**src/rtl/ct_l2c_spsram_arb_pkg.sv**
```systemverilog
// Shared widths, FSM encoding and byte-enable expansion for the L2 data SRAM arbiter.
package ct_l2c_spsram_arb_pkg;

    localparam int SPS_ADDR_W = 13;
    localparam int SPS_DATA_W = 128;
    localparam int SPS_BE_W   = 16;
    localparam int SPS_BYTE_W = SPS_DATA_W / SPS_BE_W;

    // state | meaning
    // INIT  | zero-filling the macro, one entry per cycle, requesters stalled
    // RUN   | normal operation, one round-robin grant per cycle
    localparam logic [0:0] ST_INIT = 1'b0;
    localparam logic [0:0] ST_RUN  = 1'b1;

    // Active-high byte enables -> active-low per-bit macro write enables.
    function automatic logic [SPS_DATA_W-1:0] be_to_wen(input logic [SPS_BE_W-1:0] be);
        logic [SPS_DATA_W-1:0] wen;
        for (int i = 0; i < SPS_DATA_W; i++) begin
            wen[i] = ~be[i / SPS_BYTE_W];
        end
        return wen;
    endfunction

endpackage

```
**src/rtl/ct_l2c_spsram_rr_arb2.sv**
```systemverilog
// Two-way round-robin grant; the pointer always moves to the side that was not just served.
module ct_l2c_spsram_rr_arb2 (
    input  logic clk_i,
    input  logic rst_i,
    input  logic en_i,
    input  logic vld0_i,
    input  logic vld1_i,
    output logic gnt0_o,
    output logic gnt1_o
);

    // ptr_q = 0 -> side 0 preferred on a tie
    logic ptr_q;
    logic ptr_d;

    assign gnt0_o = en_i & vld0_i & (~vld1_i | ~ptr_q);
    assign gnt1_o = en_i & vld1_i & (~vld0_i |  ptr_q);

    // Point away from whichever side was granted this cycle.
    always_comb begin
        ptr_d = ptr_q;
        if (gnt0_o) begin
            ptr_d = 1'b1;
        end else if (gnt1_o) begin
            ptr_d = 1'b0;
        end
    end

    // Pointer register.
    always_ff @(posedge clk_i or posedge rst_i) begin
        if (rst_i) begin
            ptr_q <= 1'b0;
        end else begin
            ptr_q <= ptr_d;
        end
    end

endmodule

```
**src/rtl/ct_l2c_spsram_arb.sv**
```systemverilog
// Sequencer/arbiter in front of one single-port data SRAM macro: zero-fill after
// reset, round-robin sharing between the refill (r0) and lookup (r1) paths,
// registered macro inputs and a 3-cycle tagged read return.
module ct_l2c_spsram_arb
    import ct_l2c_spsram_arb_pkg::*;
#(
    parameter int ADDR_WIDTH = SPS_ADDR_W,
    parameter int DATA_WIDTH = SPS_DATA_W,
    parameter int BE_WIDTH   = SPS_BE_W,
    parameter int INIT_EN    = 1
) (
    input  logic                  forever_cpuclk,
    input  logic                  cpurst,
    input  logic                  r0_req_vld,
    input  logic                  r0_req_wr,
    input  logic [ADDR_WIDTH-1:0] r0_req_addr,
    input  logic [DATA_WIDTH-1:0] r0_req_wdata,
    input  logic [BE_WIDTH-1:0]   r0_req_be,
    output logic                  r0_req_rdy,
    input  logic                  r1_req_vld,
    input  logic                  r1_req_wr,
    input  logic [ADDR_WIDTH-1:0] r1_req_addr,
    input  logic [DATA_WIDTH-1:0] r1_req_wdata,
    input  logic [BE_WIDTH-1:0]   r1_req_be,
    output logic                  r1_req_rdy,
    output logic                  rsp_vld,
    output logic                  rsp_id,
    output logic [DATA_WIDTH-1:0] rsp_data,
    output logic                  init_done,
    output logic                  sram_cen,
    output logic                  sram_gwen,
    output logic [ADDR_WIDTH-1:0] sram_a,
    output logic [DATA_WIDTH-1:0] sram_d,
    output logic [DATA_WIDTH-1:0] sram_wen,
    input  logic [DATA_WIDTH-1:0] sram_q
);

    localparam logic [0:0] ST_RESET   = (INIT_EN != 0) ? ST_INIT : ST_RUN;
    localparam logic       DONE_RESET = (INIT_EN == 0);
    localparam logic [ADDR_WIDTH-1:0] CNT_LAST = {ADDR_WIDTH{1'b1}};

    logic [0:0]            state_q, state_d;
    logic [ADDR_WIDTH-1:0] cnt_q, cnt_d;
    logic                  done_q, done_d;
    logic                  cen_q, cen_d;
    logic                  gwen_q, gwen_d;
    logic [DATA_WIDTH-1:0] wen_q, wen_d;
    logic [ADDR_WIDTH-1:0] a_q, a_d;
    logic [DATA_WIDTH-1:0] d_q, d_d;
    // s1: read on the macro pins, s2: read data on sram_q
    logic                  s1_vld_q, s1_vld_d, s1_id_q, s1_id_d;
    logic                  s2_vld_q, s2_id_q;
    logic                  rsp_vld_q, rsp_id_q;
    logic [DATA_WIDTH-1:0] rsp_data_q;

    logic                  run;
    logic                  gnt0, gnt1;
    logic                  sel_wr;
    logic [ADDR_WIDTH-1:0] sel_addr;
    logic [DATA_WIDTH-1:0] sel_wdata;
    logic [BE_WIDTH-1:0]   sel_be;

    assign run = (state_q == ST_RUN);

    ct_l2c_spsram_rr_arb2 u_rr_arb (
        .clk_i  (forever_cpuclk),
        .rst_i  (cpurst),
        .en_i   (run),
        .vld0_i (r0_req_vld),
        .vld1_i (r1_req_vld),
        .gnt0_o (gnt0),
        .gnt1_o (gnt1)
    );

    assign r0_req_rdy = gnt0;
    assign r1_req_rdy = gnt1;

    assign sel_wr    = gnt1 ? r1_req_wr    : r0_req_wr;
    assign sel_addr  = gnt1 ? r1_req_addr  : r0_req_addr;
    assign sel_wdata = gnt1 ? r1_req_wdata : r0_req_wdata;
    assign sel_be    = gnt1 ? r1_req_be    : r0_req_be;

    // Next macro command: zero-fill write in INIT, granted request in RUN, idle otherwise.
    always_comb begin
        state_d  = state_q;
        cnt_d    = cnt_q;
        done_d   = done_q;
        cen_d    = 1'b1;
        gwen_d   = 1'b1;
        wen_d    = '1;
        a_d      = a_q;
        d_d      = d_q;
        s1_vld_d = 1'b0;
        s1_id_d  = s1_id_q;
        case (state_q)
            ST_INIT: begin
                cen_d  = 1'b0;
                gwen_d = 1'b0;
                wen_d  = '0;
                a_d    = cnt_q;
                d_d    = '0;
                if (cnt_q == CNT_LAST) begin
                    state_d = ST_RUN;
                    cnt_d   = '0;
                    done_d  = 1'b1;
                end else begin
                    cnt_d = cnt_q + ADDR_WIDTH'(1);
                end
            end
            default: begin
                if (gnt0 | gnt1) begin
                    cen_d    = 1'b0;
                    gwen_d   = ~sel_wr;
                    a_d      = sel_addr;
                    s1_vld_d = ~sel_wr;
                    s1_id_d  = gnt1;
                    if (sel_wr) begin
                        wen_d = be_to_wen(sel_be);
                        d_d   = sel_wdata;
                    end
                end
            end
        endcase
    end

    // FSM, init counter and registered macro inputs.
    always_ff @(posedge forever_cpuclk or posedge cpurst) begin
        if (cpurst) begin
            state_q <= ST_RESET;
            cnt_q   <= '0;
            done_q  <= DONE_RESET;
            cen_q   <= 1'b1;
            gwen_q  <= 1'b1;
            wen_q   <= '1;
            a_q     <= '0;
            d_q     <= '0;
        end else begin
            state_q <= state_d;
            cnt_q   <= cnt_d;
            done_q  <= done_d;
            cen_q   <= cen_d;
            gwen_q  <= gwen_d;
            wen_q   <= wen_d;
            a_q     <= a_d;
            d_q     <= d_d;
        end
    end

    // Read tag pipeline and registered response; reset drops anything in flight.
    always_ff @(posedge forever_cpuclk or posedge cpurst) begin
        if (cpurst) begin
            s1_vld_q   <= 1'b0;
            s1_id_q    <= 1'b0;
            s2_vld_q   <= 1'b0;
            s2_id_q    <= 1'b0;
            rsp_vld_q  <= 1'b0;
            rsp_id_q   <= 1'b0;
            rsp_data_q <= '0;
        end else begin
            s1_vld_q  <= s1_vld_d;
            s1_id_q   <= s1_id_d;
            s2_vld_q  <= s1_vld_q;
            s2_id_q   <= s1_id_q;
            rsp_vld_q <= s2_vld_q;
            if (s2_vld_q) begin
                rsp_id_q   <= s2_id_q;
                rsp_data_q <= sram_q;
            end
        end
    end

    assign sram_cen  = cen_q;
    assign sram_gwen = gwen_q;
    assign sram_wen  = wen_q;
    assign sram_a    = a_q;
    assign sram_d    = d_q;
    assign rsp_vld   = rsp_vld_q;
    assign rsp_id    = rsp_id_q;
    assign rsp_data  = rsp_data_q;
    assign init_done = done_q;

endmodule

```
**config.mk**
```make
export PLATFORM = sky130hd
export DESIGN_NAME = ct_l2c_spsram_arb
export DESIGN_NICKNAME = d
export VERILOG_FILES = /design/src/rtl/ct_l2c_spsram_arb_pkg.sv /design/src/rtl/ct_l2c_spsram_rr_arb2.sv /design/src/rtl/ct_l2c_spsram_arb.sv
export SDC_FILE = /design/constraint.sdc
export NUM_CORES = 1
export LEC_CHECK = 0
export BUFFER_PORTS_ARGS = -buffer_cell sky130_fd_sc_hd__buf_2
export CAP_MARGIN = 10
export CORE_AREA = 2 2 332 334
export DETAILED_ROUTE_END_ITERATION = 8
export DIE_AREA = 0 0 334 336
export GPL_ROUTABILITY_DRIVEN = 0
export GPL_TIMING_DRIVEN = 0
export HOLD_SLACK_MARGIN = 0.06
export PLACE_DENSITY_LB_ADDON = 0.2
export SETUP_SLACK_MARGIN = 0.2
export SLEW_MARGIN = 20
export SYNTH_ARGS = -nofsm -noshare
export SYNTH_HDL_FRONTEND = slang
export SYNTH_SLANG_ARGS = --single-unit
```
**constraint.sdc**
```tcl
create_clock -name forever_cpuclk -period 19 [get_ports forever_cpuclk]
set_input_delay 2.85 -clock forever_cpuclk [delete_from_list [all_inputs] [get_ports forever_cpuclk]]
set_output_delay 2.85 -clock forever_cpuclk [all_outputs]
set_load 0.01 [all_outputs]
```
==> run summary <==
total track usage = 0.112
Port Buffer Count = 849
DRC Markers = 0
core area = 108,000 sq um
Cell variety after synth = 46
DR vias/cell = 3.53
Crit Path Max Fanout = 10
synthesized cell area = 13,700 sq um
setup ws final = 11.61 ns
WL per Instance = 18.8 um
die height = 336 um
io pins = 852
initial core utilization = 0.127
worst slew pin tran = 1.07 ns
CTS Root Cell = clkbuf_16
# hold bufs at CTS = 0
slew margin rel. = 0.286
Place WS = 11.59 ns
VDD IR-drop max = 50.0 uV
#FFs+latches synth = 309
Final #Nets = 2,511
outcome = finished, final reports clean
clock latency on the worst-skew pair = 0.59 ns
warnings from Yosys = 0
initial drt markers = 486
Async S/R FF share, synth = 1.00
DIE AREA = 112,000 sq um
CP startpoint = r1_req_vld
ranking of synthesized cells by area = dfrtp_1, mux2_2, buf_4, a221o_1, a21oi_1
Main synth FF type = dfrtp_1
Yosys top cell area share = 0.530
Leakage = 11.8 nW
CTS tree = yes
Syn-to-layout area delta = 54.9%
TritonCTS Buffers = 43
Post-DRT Antenna Nets = 0
max-cap viol count = 0
reg2reg start = u_rr_arb.ptr_q$_DFFE_PP0P_
min cycle time layout = 7.39 ns
WP data required = 16.15 ns
largest net degree at the start of global routing = 94
gr ovfl total = 0
Gates resized, CTS repair = 0
hpwl dp = 52,400 um
final setup TNS = 0 ns
max-slew violations = 0
Pre-Repair DR Iteration Count = 4
H-tree depth = 2
RSZ-0062 raised after global routing = no
die width = 334 um
HP Class = flop to flop
Rows = 121
clock sink total = 309
initial antenna violation count = 15
vias in the first global route = 12,934
final setup vio count = 0
leading area contributor after synthesis = dfrtp_1
Post-synth EDFFs = 0
critical path type = input pin to output port
WP data arrival = 4.54 ns
final hold viol count = 0
first-pass GRT wire length = 92,000 um
clk slew on worst S/H paths = 0.06 ns
Synth Area per Inst = 11.8 sq um
final worst-path cycle share = 0.389
Vias = 12,420
Cell Pwr Density = 73.7 nW/um^2
CP Capture Type = output port
# Post-CTS Setup Buffers = 0
type of origin of the critical path = input pin
clk buf depth = 3
Hold Startpoint = s1_vld_q$_DFF_PP0_
Fmax = 0.135 GHz
Post-Syn Nets = 1,614
sequential area share after synthesis = 0.564
WL final = 66,000 um
layout cells sized above 1 = 0.574
cell count after synthesis = 1,165
worst-case clock skew = 0.0143 ns
-- cells in the mapped netlist (2+ instances only) --
library cell and count:
nand2_1 73, buf_4 114, mux2i_1 30, buf_2 11, dfrtp_1 291, and2_1 68, inv_1 12, dfstp_2 18
xnor2_1 9, nor2b_1 3, a31oi_1 2, clkbuf_1 61, o221ai_1 11, nand3_1 13, o21a_1 16, o21ai_0 65
o21ai_1 3, and3_1 3, mux2_2 129, nor2_1 5, a221o_1 65, and4_1 2, buf_6 6, buf_1 3
nor4_1 3, a21oi_1 129
-- layout by cell type, fill, tap and decap left out, drive strengths merged, types with 5 or more instances in the layout --
cell    instances
a21oi         129
a221o          65
and2           69
buf           986
clkbuf        132
clkinv          5
dfrtp         291
dfstp          18
diode          10
inv            14
mux2          129
mux2i          30
nand2          74
nand3          13
nor2            5
o21a           16
o21ai          68
o221ai         11
xnor2           9
-- cells by family after synthesis --
kind of cell | synth area share
DFF | 0.564
AOI/OAI and AO/OA | 0.141
buffers and inverters | 0.0922
and+or+nand+nor | 0.0687
muxes | 0.128
xor gates and xnor gates | 0.00573
adders and majority gates | 0.000910
-- metal layers --
layer,up-vias,part of all wire,global-route usage
met5,-,0.0010,0
met4,10,0.025,0.0363
met3,93,0.079,0.0388
met2,476,0.49,0.191
met1,5998,0.40,0.131
li1,5843,-,-
-- area by class of cell --
type / instances / area [sq um]
clock inverter: 9 / 113
antenna: 10 / 25.0
timing repair buffer: 852 / 4330
buffer: 195 / 1220
fill: 12224 / 87100
tap: 1414 / 1770
inverter: 13 / 56.3
multi-input combinational: 648 / 4730
clock buffer: 71 / 1300
sequential: 309 / 7750
-- report_power, final --
| group | switching [mW] | leakage (nW) | internal [mW] | total (mW) |
|---|---|---|---|---|
| Combinational | 0.0542 | 6.85 | 0.0429 | 0.0971 |
| Clock | 0.332 | 0.685 | 0.483 | 0.815 |
| Sequential | 0 | 4.23 | 0.659 | 0.659 |
| Total | 0.386 | 11.8 | 1.18 | 1.57 |
-- worst paths after layout --
kind / endpoint / slack [ns] / cells after the start
max: r1_req_rdy / 11.61 / 7
min: s2_vld_q$_DFF_PP0_ / 0.36 / 0
max reg2reg: sram_a[0]$_DFFE_PP0P_ / 16.02 / 8
min reg2reg: s2_vld_q$_DFF_PP0_ / 0.36 / 0
max in group asynchronous: sram_cen$_DFF_PP1_ / 15.37 / 4
min in group asynchronous: sram_d[98]$_DFFE_PP0P_ / 2.28 / 2
-- through the flow --
stage,power (mW),hold WS [ns],util,instances,cell area (sq um)
after floorplan,0.703,0.331,-,1165,13700
after global placement,0.768,0.338,0.182,3428,19800
after global routing,1.65,0.374,0.196,3516,21300
after CTS,1.62,0.360,0.196,3511,21300
after detailed placement,0.770,0.347,0.183,3431,19900
final,1.57,0.357,0.196,3521,21300
-- critical path, stage by stage --
cell and delay, ns:
buf_2 0.26, and2_1 0.19, buf_6 0.17, nand2_4 0.10, inv_2 0.35, buf_4 0.37, buf_2 0.20
-- flip-flops by register name, summed over array words and instances, names as in the netlist, 13 cells and up --
signal / cells
rsp_data: 128
sram_wen: 16
cnt_q: 13
sram_d: 128
sram_a: 13
(Power assumes the default switching activity.)
